===== src/rtl/proc_pkg.sv =====
// rtl/proc_pkg.sv - shared opcodes, time-step states and instruction field positions
package proc_pkg;

    localparam logic [3:0] OP_ADD = 4'd0;
    localparam logic [3:0] OP_SUB = 4'd1;
    localparam logic [3:0] OP_OR  = 4'd2;
    localparam logic [3:0] OP_SLT = 4'd3;
    localparam logic [3:0] OP_SLL = 4'd4;
    localparam logic [3:0] OP_SRL = 4'd5;
    localparam logic [3:0] OP_MV  = 4'd6;
    localparam logic [3:0] OP_MVI = 4'd7;

    typedef enum logic [1:0] {
        T0 = 2'd0,
        T1 = 2'd1,
        T2 = 2'd2,
        T3 = 2'd3
    } state_t;

    localparam int OP_MSB = 9;
    localparam int OP_LSB = 6;
    localparam int X_MSB  = 5;
    localparam int X_LSB  = 3;
    localparam int Y_MSB  = 2;
    localparam int Y_LSB  = 0;

endpackage


===== src/rtl/reg_sel_dec.sv =====
// rtl/reg_sel_dec.sv - 3-to-8 one-hot register decoder with enable
module reg_sel_dec #(
    parameter int N = 8
) (
    input  logic                 en,
    input  logic [$clog2(N)-1:0] sel,
    output logic [N-1:0]         onehot
);

    always_comb begin
        onehot = '0;
        if (en) begin
            onehot[sel] = 1'b1;
        end
    end

endmodule


===== src/rtl/proc_control.sv =====
// rtl/proc_control.sv - T0..T3 control FSM for the 16-bit bus processor
// Optional sticky Illegal output with PROC_CTRL_ILLEGAL_FLAG_EN.
module proc_control
    import proc_pkg::*;
#(
    parameter int IR_W = 10,
    parameter int NREG = 8
) (
    input  logic            Clock,
    input  logic            Reset,
    input  logic            Run,
    input  logic [IR_W-1:0] IR,
    output logic            IRin,
    output logic [NREG-1:0] Rin,
    output logic [NREG-1:0] Rout,
    output logic            DINout,
    output logic            Gout,
    output logic            Ain,
    output logic            Gin,
    output logic [2:0]      AluOp,
    output logic            Done,
    output logic            Busy
`ifdef PROC_CTRL_ILLEGAL_FLAG_EN
    ,
    output logic            Illegal
`endif
);

    state_t state, state_next;

    logic [3:0]      opcode;
    logic [2:0]      x_sel;
    logic [2:0]      y_sel;
    logic [NREG-1:0] x_hot;
    logic [NREG-1:0] y_hot;

    assign opcode = IR[OP_MSB:OP_LSB];
    assign x_sel  = IR[X_MSB:X_LSB];
    assign y_sel  = IR[Y_MSB:Y_LSB];
    assign Busy   = (state != T0);

    // Decoders are gated off in T0 so no register is ever selected while idle.
    reg_sel_dec #(.N(NREG)) u_x_dec (
        .en     (Busy),
        .sel    (x_sel),
        .onehot (x_hot)
    );

    reg_sel_dec #(.N(NREG)) u_y_dec (
        .en     (Busy),
        .sel    (y_sel),
        .onehot (y_hot)
    );

    always_ff @(posedge Clock) begin
        if (Reset) begin
            state <= T0;
        end else begin
            state <= state_next;
        end
    end

    always_comb begin
        state_next = state;
        IRin       = 1'b0;
        Rin        = '0;
        Rout       = '0;
        DINout     = 1'b0;
        Gout       = 1'b0;
        Ain        = 1'b0;
        Gin        = 1'b0;
        AluOp      = 3'd0;
        Done       = 1'b0;
        case (state)
            T0: begin
                if (Run) begin
                    IRin       = 1'b1;
                    state_next = T1;
                end
            end
            T1: begin
                if (opcode[3]) begin
                    Done       = 1'b1;
                    state_next = T0;
                end else if (opcode == OP_MV) begin
                    Rout       = y_hot;
                    Rin        = x_hot;
                    Done       = 1'b1;
                    state_next = T0;
                end else if (opcode == OP_MVI) begin
                    DINout     = 1'b1;
                    Rin        = x_hot;
                    Done       = 1'b1;
                    state_next = T0;
                end else begin
                    Rout       = x_hot;
                    Ain        = 1'b1;
                    state_next = T2;
                end
            end
            T2: begin
                Rout       = y_hot;
                Gin        = 1'b1;
                AluOp      = opcode[2:0];
                state_next = T3;
            end
            T3: begin
                Gout       = 1'b1;
                Rin        = x_hot;
                Done       = 1'b1;
                state_next = T0;
            end
            default: state_next = T0;
        endcase
    end

`ifdef PROC_CTRL_ILLEGAL_FLAG_EN
    always_ff @(posedge Clock) begin
        if (Reset) begin
            Illegal <= 1'b0;
        end else if (state == T1 && opcode[3]) begin
            Illegal <= 1'b1;
        end
    end
`endif

endmodule


===== config.mk =====
export PLATFORM = sky130hd
export DESIGN_NAME = proc_control
export DESIGN_NICKNAME = d
export VERILOG_FILES = /design/src/rtl/proc_pkg.sv /design/src/rtl/reg_sel_dec.sv /design/src/rtl/proc_control.sv
export SDC_FILE = /design/constraint.sdc
export NUM_CORES = 1
export LEC_CHECK = 0
export CAP_MARGIN = 20
export CORE_MARGIN = 5
export CORE_UTILIZATION = 30
export DETAILED_ROUTE_END_ITERATION = 8
export PLACE_DENSITY_LB_ADDON = 0.05
export SETUP_SLACK_MARGIN = 0.15
export SKIP_CTS_REPAIR_TIMING = 1
export SYNTH_ARGS = -nofsm -noshare
export SYNTH_HDL_FRONTEND = slang
export SYNTH_SLANG_ARGS = --single-unit

===== constraint.sdc =====
create_clock -name Clock -period 2.1 [get_ports Clock]
set_input_delay 0.315 -clock Clock [delete_from_list [all_inputs] [get_ports Clock]]
set_output_delay 0.315 -clock Clock [all_outputs]
set_load 0.05 [all_outputs]

==> metrics.txt, run 1 <==
status aborted with a tool error; failing step detailed placement; First Err [ERROR DPL-0033] detailed placement checks failed during check placement.; Starting Density 30.6%; Netlist cell types 29; Async SR Flop Fraction 0%; Synth Flop Type dfxtp_1; largest area contributor in the netlist o32ai_1; Post-synth EDFFs 0; # IOs 39; FF+latch count, synth 2; warnings from Yosys 0; Die Span Y 48.8 um; Syn Area/Cell 7.27 um^2; die width 48.8 um; post-synthesis cell count 62; PortBufs 38; synth top area cells o32ai_1 12%, ha_1 11%, dfxtp_1 8.9%; most instantiated cells after synthesis 6 x and2_1, 6 x inv_1, 6 x nor3_1, 6 x o32ai_1, 4 x ha_1; syn_nets 79; final weighted congestion in routability-driven placement 0.873; row count 14; top-area cell type share of the netlist area 11.7%; Seq/Total Area, Yosys 8.89%; dpl hpwl 2770 um; Mapped Area 450 um^2
[metrics by stage]
stage	setup TNS [ns]	instances
floorplan	0	62
global placement	-0.647	127
[cells by family after synthesis]
group	share of synthesized area, %
buf+inv	5.83
simple gates	46.1
flops	8.89
fa+ha+maj	11.1
compound gates	28.1
==> run 2, diff against run 1 <==
- CORE_AREA: unset -> 5 5 66 68
- CORE_MARGIN: 5 -> unset
- CORE_UTILIZATION: 30 -> unset
- DIE_AREA: unset -> 0 0 71 73
- PLACE_DENSITY_LB_ADDON: 0.05 -> 0.15
- SETUP_SLACK_MARGIN: 0.15 -> unset
==> run 2 against run 1 <==
Synthesized cell count stayed put. Synthesized area unchanged. The flow now finishes, with violations (negative setup slack).
==> metrics.txt, run 2 <==
all-layer global routing usage 8.57%; via count 693; DIE AREA 5180 um^2; Fin. Hold Viols 0; ant diodes 0; VDD IR max 0.354 mV; first-pass GRT wire length 3660 um; hold path cells 3; worst-path cell chain inv_4 -> ha_4 -> nor2b_4 -> or3b_4 -> o22ai_4 -> buf_12; Final Setup Violations 1; period utilisation layout 100%; Max transition margin 78.6%; Routed WL 2040 um; worst hold path class flip-flop to flip-flop; post-route ant nets 0; Async SR Flop Fraction 0% (unchanged); # IOs 39 (unchanged); TritonCTS clock tree built; most instantiated cells after synthesis 6 x and2_1, 6 x inv_1, 6 x nor3_1, 6 x o32ai_1, 4 x ha_1; placed cell area 1380 um^2; MaxCap Viol Count 0; Net Sw Frac 36.3%; Clock power frac 35.4%; Gate power share 54.1%; post-DR vias/cell 4.13; Final Max Slew Viols 0; largest area contributor in the netlist o32ai_1; P_leak 0.562 nW; most common cell after layout, fill and taps aside buf_12; CP max FO 3; vias in the first global route 766; initial antenna violation count 0; sequential share of power 10.5%; top-area cell type share of the netlist area 11.7% (unchanged); worst reg2reg path endpoint state[0]$_SDFFE_PP0P_; Mapped Area 450 um^2 (unchanged); final critical-path required period 2.10 ns; core area 3800 um^2; CP startpoint kind flip-flop; CP arrival 1.79 ns; P per Cell Area 270 nW/um^2; Congestion Overflow GR 0; die width 71 um (+46%); CP Buf/Inv Count 2; Sw Pwr 0.151 mW; first drt pass iteration count 2; Fmax 476 MHz; flop2flop setup slack 1.01 ns; fin area 1540 um^2; warnings from Yosys 0 (unchanged); Max stage delay on crit path 0.42 ns; crit path capture type primary output; Root Driver clkbuf_8; Clock Path Buffers 2; most frequent cells in the layout 20 x buf_12, 17 x buf_4, 9 x clkdlybuf4s50_1; Worst Tran Pin Value 0.321 ns; R2R depth 5; Starting Density 11.9% (-19 points); RSZ-0062 raised after global routing yes; H-tree depth 1; post-DR wirelength/cell 12.2 um; Int Pwr 0.265 mW; Seq/Total Area, Yosys 8.89% (unchanged); status complete, but fails checks; clock-pin slew on the worst setup and hold paths 0.03 ns; failing checks negative setup slack; Syn Area/Cell 7.27 um^2 (unchanged); Post-route DRC 0; largest net degree at the start of global routing 8; worst setup margin -0.00230 ns; CTS Buf Count 3; post-synthesis cell count 62 (unchanged); final weighted congestion in routability-driven placement 0.696 (-20%); WS Path Type flip-flop to primary output; utilization after layout 40.6%; FF+latch count, synth 2 (unchanged); Layout area overhead 243%; syn_nets 79 (unchanged); Layout Skew 0.00229 ns; synth top area cells o32ai_1 12%, ha_1 11%, dfxtp_1 8.9%; delay-heaviest family, CP simple AND/OR/NAND/NOR gates; Die Span Y 73 um (+50%); clk_lat worst skew 0.21 ns; First DRT Iteration DRCs 13; Synth Flop Type dfxtp_1; layout cells sized above 1 66.1%; dpl hpwl 1850 um (-33%); slowest CP cell or3b_4; CTS sink cnt 2; Netlist cell types 29 (unchanged); Post-synth EDFFs 0 (unchanged); Nets 137; Tot Pwr 0.416 mW; Worst EP required 1.78 ns; PortBufs 38 (unchanged); row count 23 (+9)
[run 2: power by group through the flow]
stage	Sequential [mW]	Clock (mW)	Combinational (mW)
final	0.0438	0.148	0.225
after global routing	0.0442	0.161	0.240
after CTS	0.0431	0.151	0.211
after detailed placement	0.0435	0	0.211
after global placement	0.0432	0	0.209
after floorplan	0.0450	0	0.109
[run 2: final cells by class]
class                           instances  area [um^2]
Fill cell                             380         2260
Timing Repair Buffer                   54          712
Multi-Input combinational cell         53          656
Tap cell                               50         62.6
Sequential cell                         2         42.5
Clock buffer                            3         41.3
Inverter                                6         28.8
[run 2: worst max path at each step]
stage / startpoint / end / depth (start not counted)
finish: flip-flop / Rout[0] / 6
CTS: state[0]$_SDFFE_PP0P_ / Rout[3] / 6
global placement: IR[9] / Rout[3] / 5
floorplan: IR[4] / Rout[2] / 3
global route: flip-flop / Rout[0] / 6
detailed placement: IR[9] / Rout[3] / 5
[run 2: logic make-up (layout without fill, tap and decap cells)]
kind of cell	Yosys count	after routing	synth area share [%]
compound gates	16	16	28.1
simple gates	33	33	46.1
flops	2	2	8.89
fa+ha+maj	4	4	11.1
buf+inv	7	63	5.83
[run 2: worst reg2reg max path, stage by stage (launching register included)]
cell,delay (ns)
dfxtp_2,0.34
buf_4,0.12
ha_1,0.15
buf_4,0.14
nor2_1,0.04
a211oi_1,0.21
[run 2: layer usage]
| layer | vias to the layer above | global-route usage [%] | routed length, um |
|---|---|---|---|
| met3 | 0 | 2.07 | 102 |
| met5 | - | 0 | 0 |
| li1 | 351 | - | - |
| met2 | 21 | 16.1 | 1150 |
| met1 | 321 | 9.80 | 794 |
| met4 | 0 | 1.88 | 0 |
[run 2: stage by stage]
stage                     setup TNS (ns)  hold slack [ns]  std cells  setup WS [ns]
after floorplan                   -0.560            0.384         62         -0.142
after global placement            -0.228            0.604        163        -0.0704
after detailed placement          -0.212            0.611        163        -0.0769
after CTS                          -1.39            0.615        166         -0.164
after global routing              -0.192            0.663        168        -0.0634
final                           -0.00230            0.630        168       -0.00230
(Power assumes the default switching activity.)
